### config.mk
export PLATFORM = sky130hd
export DESIGN_NAME = aud_i2s_tx
export DESIGN_NICKNAME = d
export VERILOG_FILES = /design/src/rtl/aud_pkg.sv /design/src/rtl/aud_tx_fifo.sv /design/src/rtl/aud_i2s_tx.sv
export SDC_FILE = /design/constraint.sdc
export NUM_CORES = 1
export LEC_CHECK = 0
export CAP_MARGIN = 20
export CORE_MARGIN = 3
export CORE_UTILIZATION = 42
export CTS_BUF_LIST = sky130_fd_sc_hd__clkbuf_4 sky130_fd_sc_hd__clkbuf_8
export DETAILED_ROUTE_END_ITERATION = 8
export GPL_TIMING_DRIVEN = 0
export PLACE_DENSITY = 0.59
export SLEW_MARGIN = 25
export SYNTH_ARGS = -nofsm -noshare
export SYNTH_HDL_FRONTEND = slang
export SYNTH_SLANG_ARGS = --single-unit
### constraint.sdc
create_clock -name i_AUD_BCLK -period 3 [get_ports i_AUD_BCLK]
set_clock_uncertainty 0.2 [all_clocks]
set_input_delay 0.3 -clock i_AUD_BCLK [delete_from_list [all_inputs] [get_ports i_AUD_BCLK]]
set_output_delay 0.3 -clock i_AUD_BCLK [all_outputs]
set_load 0.05 [all_outputs]
### src/rtl/aud_pkg.sv
//------------------------------------------------------------------------------
// Module : aud_pkg
// Brief  : Shared audio sample/frame types and LRCK slot constants.
// Rev    : 1.0
//------------------------------------------------------------------------------
`timescale 1ns/1ps
`default_nettype none

package aud_pkg;

  localparam int AUD_DATA_W = 16;

  typedef logic signed [AUD_DATA_W-1:0] sample_t;

  typedef struct packed {
    sample_t left;
    sample_t right;
  } frame_t;

  localparam logic LRCK_LEFT  = 1'b0;
  localparam logic LRCK_RIGHT = 1'b1;

endpackage

`default_nettype wire

### src/rtl/aud_tx_fifo.sv
//------------------------------------------------------------------------------
// Module : aud_tx_fifo
// Brief  : Single-clock first-word-fall-through frame FIFO with level count.
// Rev    : 1.0
//------------------------------------------------------------------------------
`timescale 1ns/1ps
`default_nettype none

module aud_tx_fifo #(
  parameter int DEPTH = 4,
  parameter int WIDTH = 32
) (
  input  logic                     i_AUD_BCLK,
  input  logic                     i_rst_n,
  input  logic                     i_push,
  input  logic [WIDTH-1:0]         i_wr_data,
  input  logic                     i_pop,
  output logic [WIDTH-1:0]         o_rd_data,
  output logic [$clog2(DEPTH):0]   o_level
);

  localparam int PTR_W = $clog2(DEPTH);

  logic [WIDTH-1:0] r_mem [DEPTH];
  logic [PTR_W-1:0] r_wr_ptr;
  logic [PTR_W-1:0] r_rd_ptr;

  // Storage is not reset: clearing the pointers is enough to discard contents.
  always_ff @(posedge i_AUD_BCLK) begin
    if (i_push) r_mem[r_wr_ptr] <= i_wr_data;
  end

  always_ff @(posedge i_AUD_BCLK or negedge i_rst_n) begin
    if (!i_rst_n) begin
      r_wr_ptr <= '0;
      r_rd_ptr <= '0;
      o_level  <= '0;
    end else begin
      if (i_push) r_wr_ptr <= r_wr_ptr + 1'b1;
      if (i_pop)  r_rd_ptr <= r_rd_ptr + 1'b1;
      case ({i_push, i_pop})
        2'b10:   o_level <= o_level + 1'b1;
        2'b01:   o_level <= o_level - 1'b1;
        default: o_level <= o_level;
      endcase
    end
  end

  assign o_rd_data = r_mem[r_rd_ptr];

endmodule

`default_nettype wire

### src/rtl/aud_i2s_tx.sv
//------------------------------------------------------------------------------
// Module : aud_i2s_tx
// Brief  : I2S DAC transmitter with frame FIFO; AUD_TX_HOLD_LAST_EN repeats the
//          last popped frame on underrun instead of sending silence.
// Rev    : 1.0
//------------------------------------------------------------------------------
`timescale 1ns/1ps
`default_nettype none

module aud_i2s_tx
  import aud_pkg::*;
#(
  parameter int FIFO_DEPTH = 4,
  parameter int DATA_W     = 16
) (
  input  logic                          i_AUD_BCLK,
  input  logic                          i_rst_n,
  input  logic                          i_daclrck,
  input  logic                          i_valid,
  input  logic signed [DATA_W-1:0]      i_left,
  input  logic signed [DATA_W-1:0]      i_right,
  output logic                          o_ready,
  input  logic                          i_mute,
  input  logic                          i_clr_underrun,
  output logic                          o_dacdat,
  output logic                          o_underrun,
  output logic [$clog2(FIFO_DEPTH):0]   o_level
);

  localparam int LVL_W = $clog2(FIFO_DEPTH) + 1;
  localparam int CNT_W = $clog2(DATA_W + 1);

  logic                r_lrck;
  logic [DATA_W-1:0]   r_shift;
  logic [DATA_W-1:0]   r_right_hold;
  logic [CNT_W-1:0]    r_bit_cnt;

  logic                w_push;
  logic                w_pop;
  logic                w_edge;
  logic                w_left_start;
  logic                w_underrun_evt;
  logic [2*DATA_W-1:0] w_fifo_data;
  logic [2*DATA_W-1:0] w_under_data;
  logic [2*DATA_W-1:0] w_frame;
  logic [DATA_W-1:0]   w_load_word;

  assign o_ready        = (o_level < LVL_W'(FIFO_DEPTH));
  assign w_push         = i_valid && o_ready;
  assign w_edge         = (i_daclrck != r_lrck);
  assign w_left_start   = w_edge && (i_daclrck == LRCK_LEFT);
  assign w_pop          = w_left_start && (o_level != '0);
  assign w_underrun_evt = w_left_start && (o_level == '0);

  aud_tx_fifo #(
    .DEPTH (FIFO_DEPTH),
    .WIDTH (2*DATA_W)
  ) u_fifo (
    .i_AUD_BCLK (i_AUD_BCLK),
    .i_rst_n    (i_rst_n),
    .i_push     (w_push),
    .i_wr_data  ({i_left, i_right}),
    .i_pop      (w_pop),
    .o_rd_data  (w_fifo_data),
    .o_level    (o_level)
  );

`ifdef AUD_TX_HOLD_LAST_EN
  logic [2*DATA_W-1:0] r_last;

  always_ff @(posedge i_AUD_BCLK or negedge i_rst_n) begin
    if (!i_rst_n)   r_last <= '0;
    else if (w_pop) r_last <= w_fifo_data;
  end

  assign w_under_data = r_last;
`else
  assign w_under_data = '0;
`endif

  assign w_frame     = (o_level != '0) ? w_fifo_data : w_under_data;
  // The right word is captured unmuted; mute is applied when it is actually loaded.
  assign w_load_word = i_mute                    ? '0           :
                       (i_daclrck == LRCK_RIGHT) ? r_right_hold :
                                                   w_frame[2*DATA_W-1:DATA_W];

  always_ff @(posedge i_AUD_BCLK or negedge i_rst_n) begin
    if (!i_rst_n) begin
      r_lrck       <= LRCK_LEFT;
      r_shift      <= '0;
      r_right_hold <= '0;
      r_bit_cnt    <= CNT_W'(DATA_W);
      o_dacdat     <= 1'b0;
      o_underrun   <= 1'b0;
    end else begin
      r_lrck <= i_daclrck;
      if (w_left_start) r_right_hold <= w_frame[DATA_W-1:0];

      // r_bit_cnt counts bits already driven; DATA_W means the slot is finished.
      if (w_edge) begin
        o_dacdat  <= w_load_word[DATA_W-1];
        r_shift   <= {w_load_word[DATA_W-2:0], 1'b0};
        r_bit_cnt <= CNT_W'(1);
      end else if (r_bit_cnt < CNT_W'(DATA_W)) begin
        o_dacdat  <= r_shift[DATA_W-1];
        r_shift   <= {r_shift[DATA_W-2:0], 1'b0};
        r_bit_cnt <= r_bit_cnt + 1'b1;
      end else begin
        o_dacdat  <= 1'b0;
      end

      if (w_underrun_evt)      o_underrun <= 1'b1;
      else if (i_clr_underrun) o_underrun <= 1'b0;
    end
  end

endmodule

`default_nettype wire

[Yosys cells after proc, flatten, opt, wreduce, memory -nomap -nowiden]
Memories as Yosys holds them, arrays and structs flattened.
Cells that the tools add are included.
Word-level totals
  register bits after elaboration: 47
  RAM bits: 128
  input bits: 38
  output and inout port bits: 6
  word-level logic and storage cells: 44
  memories: 1
Memories
  u_fifo.r_mem: words 4, width 32, read ports 1, clocked after memory_dff 0, write ports 1, line aud_tx_fifo.sv:24  | logic [WIDTH-1:0] r_mem [DEPTH];
Operators by class
  add/sub/neg operators: 5
  $lt $le $gt $ge: 2
  eq/ne operators: 3
  multiplexer cells: 14
  bitwise gates (word level): 1
  reductions and logical operators: 9
Operator list (number)
  two-way mux 16 bit: 4
  two-way mux 32 bit: 1
  two-way mux 5 bit: 2
  two-way mux 1 bit: 6
  case mux 3 bit (2 select lines): 1
  nonzero test 2 bit: 3
  adder 5 x 1 -> 5 bit (second input constant): 1
  less-than comparator 5 bit (second input constant): 1
  adder 2 x 1 -> 2 bit (second input constant): 2
  logical AND 1 bit: 4
  adder 3 x 1 -> 3 bit (second input constant): 1
  logical NOT 3 bit: 1
  less-than comparator 3 bit (second input constant): 1
  nonzero test 3 bit: 1
  subtractor 3 x 1 -> 3 bit (second input constant): 1
  equality test 2 x 1 -> 1 bit (second input constant): 1
  equality test 2 bit (second input constant): 1
  != test 1 bit: 1
  inverter 1 bit: 1

[Depth between registers and ports, before layout]
  depth in word-level cells: 5
  mapped depth: 10
  mapped depth without buffers: 10

[Cells and area by module]
A second synthesis with hierarchy kept.
Second synthesis, totals
  cell total of the unflattened synthesis: 369
  area total of the unflattened synthesis: 6891.6 µm²
Modules (own cells, without submodules)
  aud_tx_fifo: times used 1, cells an instance 199, area an instance 5043.6 µm², seq. area each 4018.9 µm²
  aud_i2s_tx: times used 1, cells an instance 170, area an instance 1848.0 µm², seq. area each 977.2 µm²

[Least setup slack after synthesis]
No wires, ideal clock.
  path type: register to register
  from: register u_fifo.o_level[0]
  to: register u_fifo.o_level[2]
  setup time: 0.139 ns
  data arrival time: 2.070 ns
  data required time: 2.661 ns
  path slack: 0.591 ns
  cell stages (with the launch flop): 11
  buffers on the path: 1
  period minus slack after synthesis: 2.409 ns
  path through: dfrtp_1 -> or3_1 -> clkbuf_1 -> nand2_1 -> inv_1 -> ha_1 -> inv_1 -> fa_1 -> xor2_1 -> nor2_1 -> xnor2_1
Between the ends
  longest elaborated chain between the ends: 4
  elaborated cells between the ends (all ways): 10
  those cells by class: add/sub (2); order compare (1); eq/ne (2); mux (1); reduce/logical (4)
RTL lines
  start, declared: line aud_tx_fifo.sv:19  | output logic [$clog2(DEPTH):0] o_level
  start signal, assigned: line aud_tx_fifo.sv:42  | 2'b10: o_level <= o_level + 1'b1;
  start signal, assigned: line aud_tx_fifo.sv:43  | 2'b01: o_level <= o_level - 1'b1;
  start signal, assigned: line aud_tx_fifo.sv:44  | default: o_level <= o_level;
  nonzero test 3 bit *: line aud_i2s_tx.sv:52  | assign w_pop = w_left_start && (o_level != '0);
  logical AND 1 bit *: line aud_i2s_tx.sv:52
  via u_fifo.i_pop: line aud_tx_fifo.sv:17  | input logic i_pop,
  equality test 2 x 1 -> 1 bit or equality test 2 bit (tied branches): line aud_tx_fifo.sv:41  | case ({i_push, i_pop})
  case mux 3 bit (2 select lines) or nonzero test 2 bit (tied branches)
The timed path passes the listed nets; every way through them passes the cells marked *.
A chain may end at the register's enable or synchronous reset.

[Worst setup path in the final report]
Ends and elaborated chain as after synthesis.

==> results.yml <==
clock_network:
  insertion_delay_ns: 0.45
  clock_tree.buffer_depth: 2
  cts-root-buf: "clkbuf_8"
  cts_tree: "done"
  clkSinkCount: 174
  numCtsBuffers: 17
  htreeDepth: 4
  clk_pin_slew_worst_paths_ns: 0.09
  post_cts_buffers: 0
yosys:
  yosys.cell_types.count: 34
  synthCells: 408
  yosys.area.top_type: "edfxtp_1"
  avgSynthCellArea_um2: 16.93
  ys.flop_type: "edfxtp_1"
  synth_most_common_cell: "edfxtp_1"
  synth_edf_count: 128
  async_reset_ff_frac: 0.2644
  synthTopCellsByCount: "edfxtp_1 (128), dfrtp_1 (45), mux4_2 (32)"
  yosysTopAreaCellShare: 0.5564
  ys_seq_area_frac: 0.7232
  ys_ff_latch: 174
  syn_area_mm2: 0.006908
  mappedNetlistNets: 454
  synth_area_leaders: "edfxtp_1 (56%), dfrtp_1 (16%), mux4_2 (10%)"
  synth_warnings: 0
floorplanning:
  start_util: 0.4317
  fp.dieW_um: 134.2
  rows: 46
  ios: 44
  die_area_mm2: 0.01802
  core_area_mm2: 0.01600
  die_y_um: 134.2
power_and_ir_drop:
  combPwrFrac: 0.298
  ir_worst_vdd_v: 0.0004983
  p_leak_nw: 2.871
  switching_share: 0.3049
  power.total_w: 0.006831
  p_int_w: 0.004748
  clockPowerShare: 0.228
  p_per_area_mw_per_mm2: 842.0
  seq_power_share: 0.474
  switchingPower_w: 0.002083
route:
  drtIter0Drc: 223
  dr.pass1.iters: 4
  viasPerCell: 5.224
  post_drt_wl_per_cell_um: 18.90
  ant_nets: 0
  drc: 0
  wl_um: 13310
  vias: 3678
hold_path:
  hold_path.class: "in2async"
global_routing:
  grt_start_max_net_pins: 47
  grt.total_usage: 0.1583
  overflow: 0
  antenna_found_initial: 0
  grt_pass1_vias: 3965
  grt_pass1_wl_um: 21420
layout:
  multi_input_area_mm2: 0.001653
  area_delta_synth_final_pct: 17.44
  nFillCells: 1374
  drive_gt1_frac: 0.1803
  layout.nets: 521
  fin_cells: 704
  antenna_cells: 0
  register_area_mm2: 0.004996
timing:
  max_freq_mhz: 415.0
  min_period_ns: 2.410
  slew_viol_final: 0
  setup_ws_ns: 0.5901
  worst_slew_margin_rel: 0.5827
  post-route-period-util: 0.8033
  finalHoldViolCount: 0
  worstMarginPinSlew_ns: 0.6259
  rsz0062_at_grt: "no"
  finalSetupViolations: 0
critical_path:
  cp-start-kind: "flip-flop"
  crit_fanout: 6
  worstPathArrival_ns: 2.59
  worstSetupEndpointType: "flip-flop"
  r2r_start: "u_fifo.o_level[0]$_DFFE_PN0P_"
  ff2ff_path_depth: 10
  path_class: "reg2reg"
  r2r-end: "u_fifo.o_level[2]$_DFFE_PN0P_"
  ff2ff_setup_slack_ns: 0.59
  required_ns: 3.18
placement:
  dp_slack_ns: 0.3448
  portBuffers: 43
  gp_congestion: 0.7771
  dp_hpwl_um: 9128
  placed_cells_incl_taps: 671
job:
  drv_cap: 0
status:
  status: "complete, no violations"
[layout by cell type (no fill, tap or decap), drive strengths merged, types with 2 or more instances in the layout]
master / instances
edfxtp: 128
dfrtp: 45
clkdlybuf4s50: 42
mux4: 32
nand3: 31
inv: 29
o21ai: 29
clkbuf: 26
buf: 21
nor2: 15
o31a: 14
a21oi: 14
clkinv: 8
xnor2: 7
ha: 7
nand2: 6
and2: 6
clkinvlp: 4
nor2b: 3
a32oi: 2
nand2b: 2
o2bb2ai: 2
mux2i: 2
xor2: 2
bufinv: 2
[how the worst max path moves through the flow]
stage / startpoint / end
final: u_fifo.o_level[0]$_DFFE_PN0P_ / u_fifo.o_level[2]$_DFFE_PN0P_
after global routing: u_fifo.o_level[0]$_DFFE_PN0P_ / u_fifo.o_level[2]$_DFFE_PN0P_
after CTS: u_fifo.o_level[0]$_DFFE_PN0P_ / u_fifo.o_level[2]$_DFFE_PN0P_
after detailed placement: i_daclrck / u_fifo.o_level[2]$_DFFE_PN0P_
after global placement: i_valid / u_fifo.r_mem[2][26]$_DFFE_PP_
after floorplan: u_fifo.o_level[0]$_DFFE_PN0P_ / u_fifo.o_level[2]$_DFFE_PN0P_
[power groups by stage]
stage	registers, W	logic [W]	clock network (W)
after global placement	0.00328	0.00198	0
after global routing	0.00328	0.00223	0.00170
after floorplan	0.00335	0.00134	0
final	0.00324	0.00204	0.00156
after detailed placement	0.00329	0.00209	0
after CTS	0.00324	0.00209	0.00160
[layer usage]
layer,GRT usage,share of wire
met2,0.2648,0.53
met5,0,0
met1,0.2045,0.42
met3,0.03076,0.034
met4,0.06505,0.021
[what timing repair did]
item | 4_1_cts | 5_1_grt
endpoints found under the hold margin | 45 | 0
resized for setup | 0 | 0
hold buffers | 1 | 0
[area by class of cell]
cell class | instances | area share
Sequential cell | 174 | 0.6158
Multi-Input combinational cell | 181 | 0.2037
Timing Repair Buffer | 48 | 0.06755
Tap cell | 216 | 0.03331
Clock buffer | 17 | 0.02884
Buffer | 25 | 0.01959
Clock inverter | 15 | 0.01820
Inverter | 28 | 0.01295
[state kept, by name, indices dropped and copies added (netlist names)]
register and cells:
o_underrun 1, u_fifo.r_rd_ptr 2, o_dacdat 1, u_fifo.r_wr_ptr 2, u_fifo.o_level 3, r_right_hold 16
r_shift 15, r_bit_cnt 5, u_fifo.r_mem 128, r_lrck 1
[metrics by stage]
stage / util / hold slack [ns] / TNS [ns] / area (um2)
global route: 0.5070 / 0.2246 / 0 / 8113
detailed placement: 0.4826 / 0.1558 / 0 / 7721
finish: 0.5070 / 0.1964 / 0 / 8113
CTS: 0.5070 / 0.1918 / 0 / 8113
global placement: 0.4755 / 0.2814 / -29.40 / 7609
floorplan: - / -0.1956 / 0 / 6908
[worst max-delay path, stage by stage, from the launching register on]
cell	delay, ns
dfrtp_1	0.42
or3_1	0.13
clkbuf_1	0.27
nand2_1	0.20
inv_1	0.10
ha_1	0.19
inv_1	0.06
fa_1	0.38
xor2_1	0.15
nor2_1	0.11
xnor2_1	0.12
[logic make-up after synthesis]
group,synth area share
flops,0.7232
xor+xnor,0.01141
fa+ha+maj,0.01558
simple gates,0.04854
mux,0.1072
buf+inv,0.03822
compound gates,0.05579
Power figures use the tool's default switching activity.
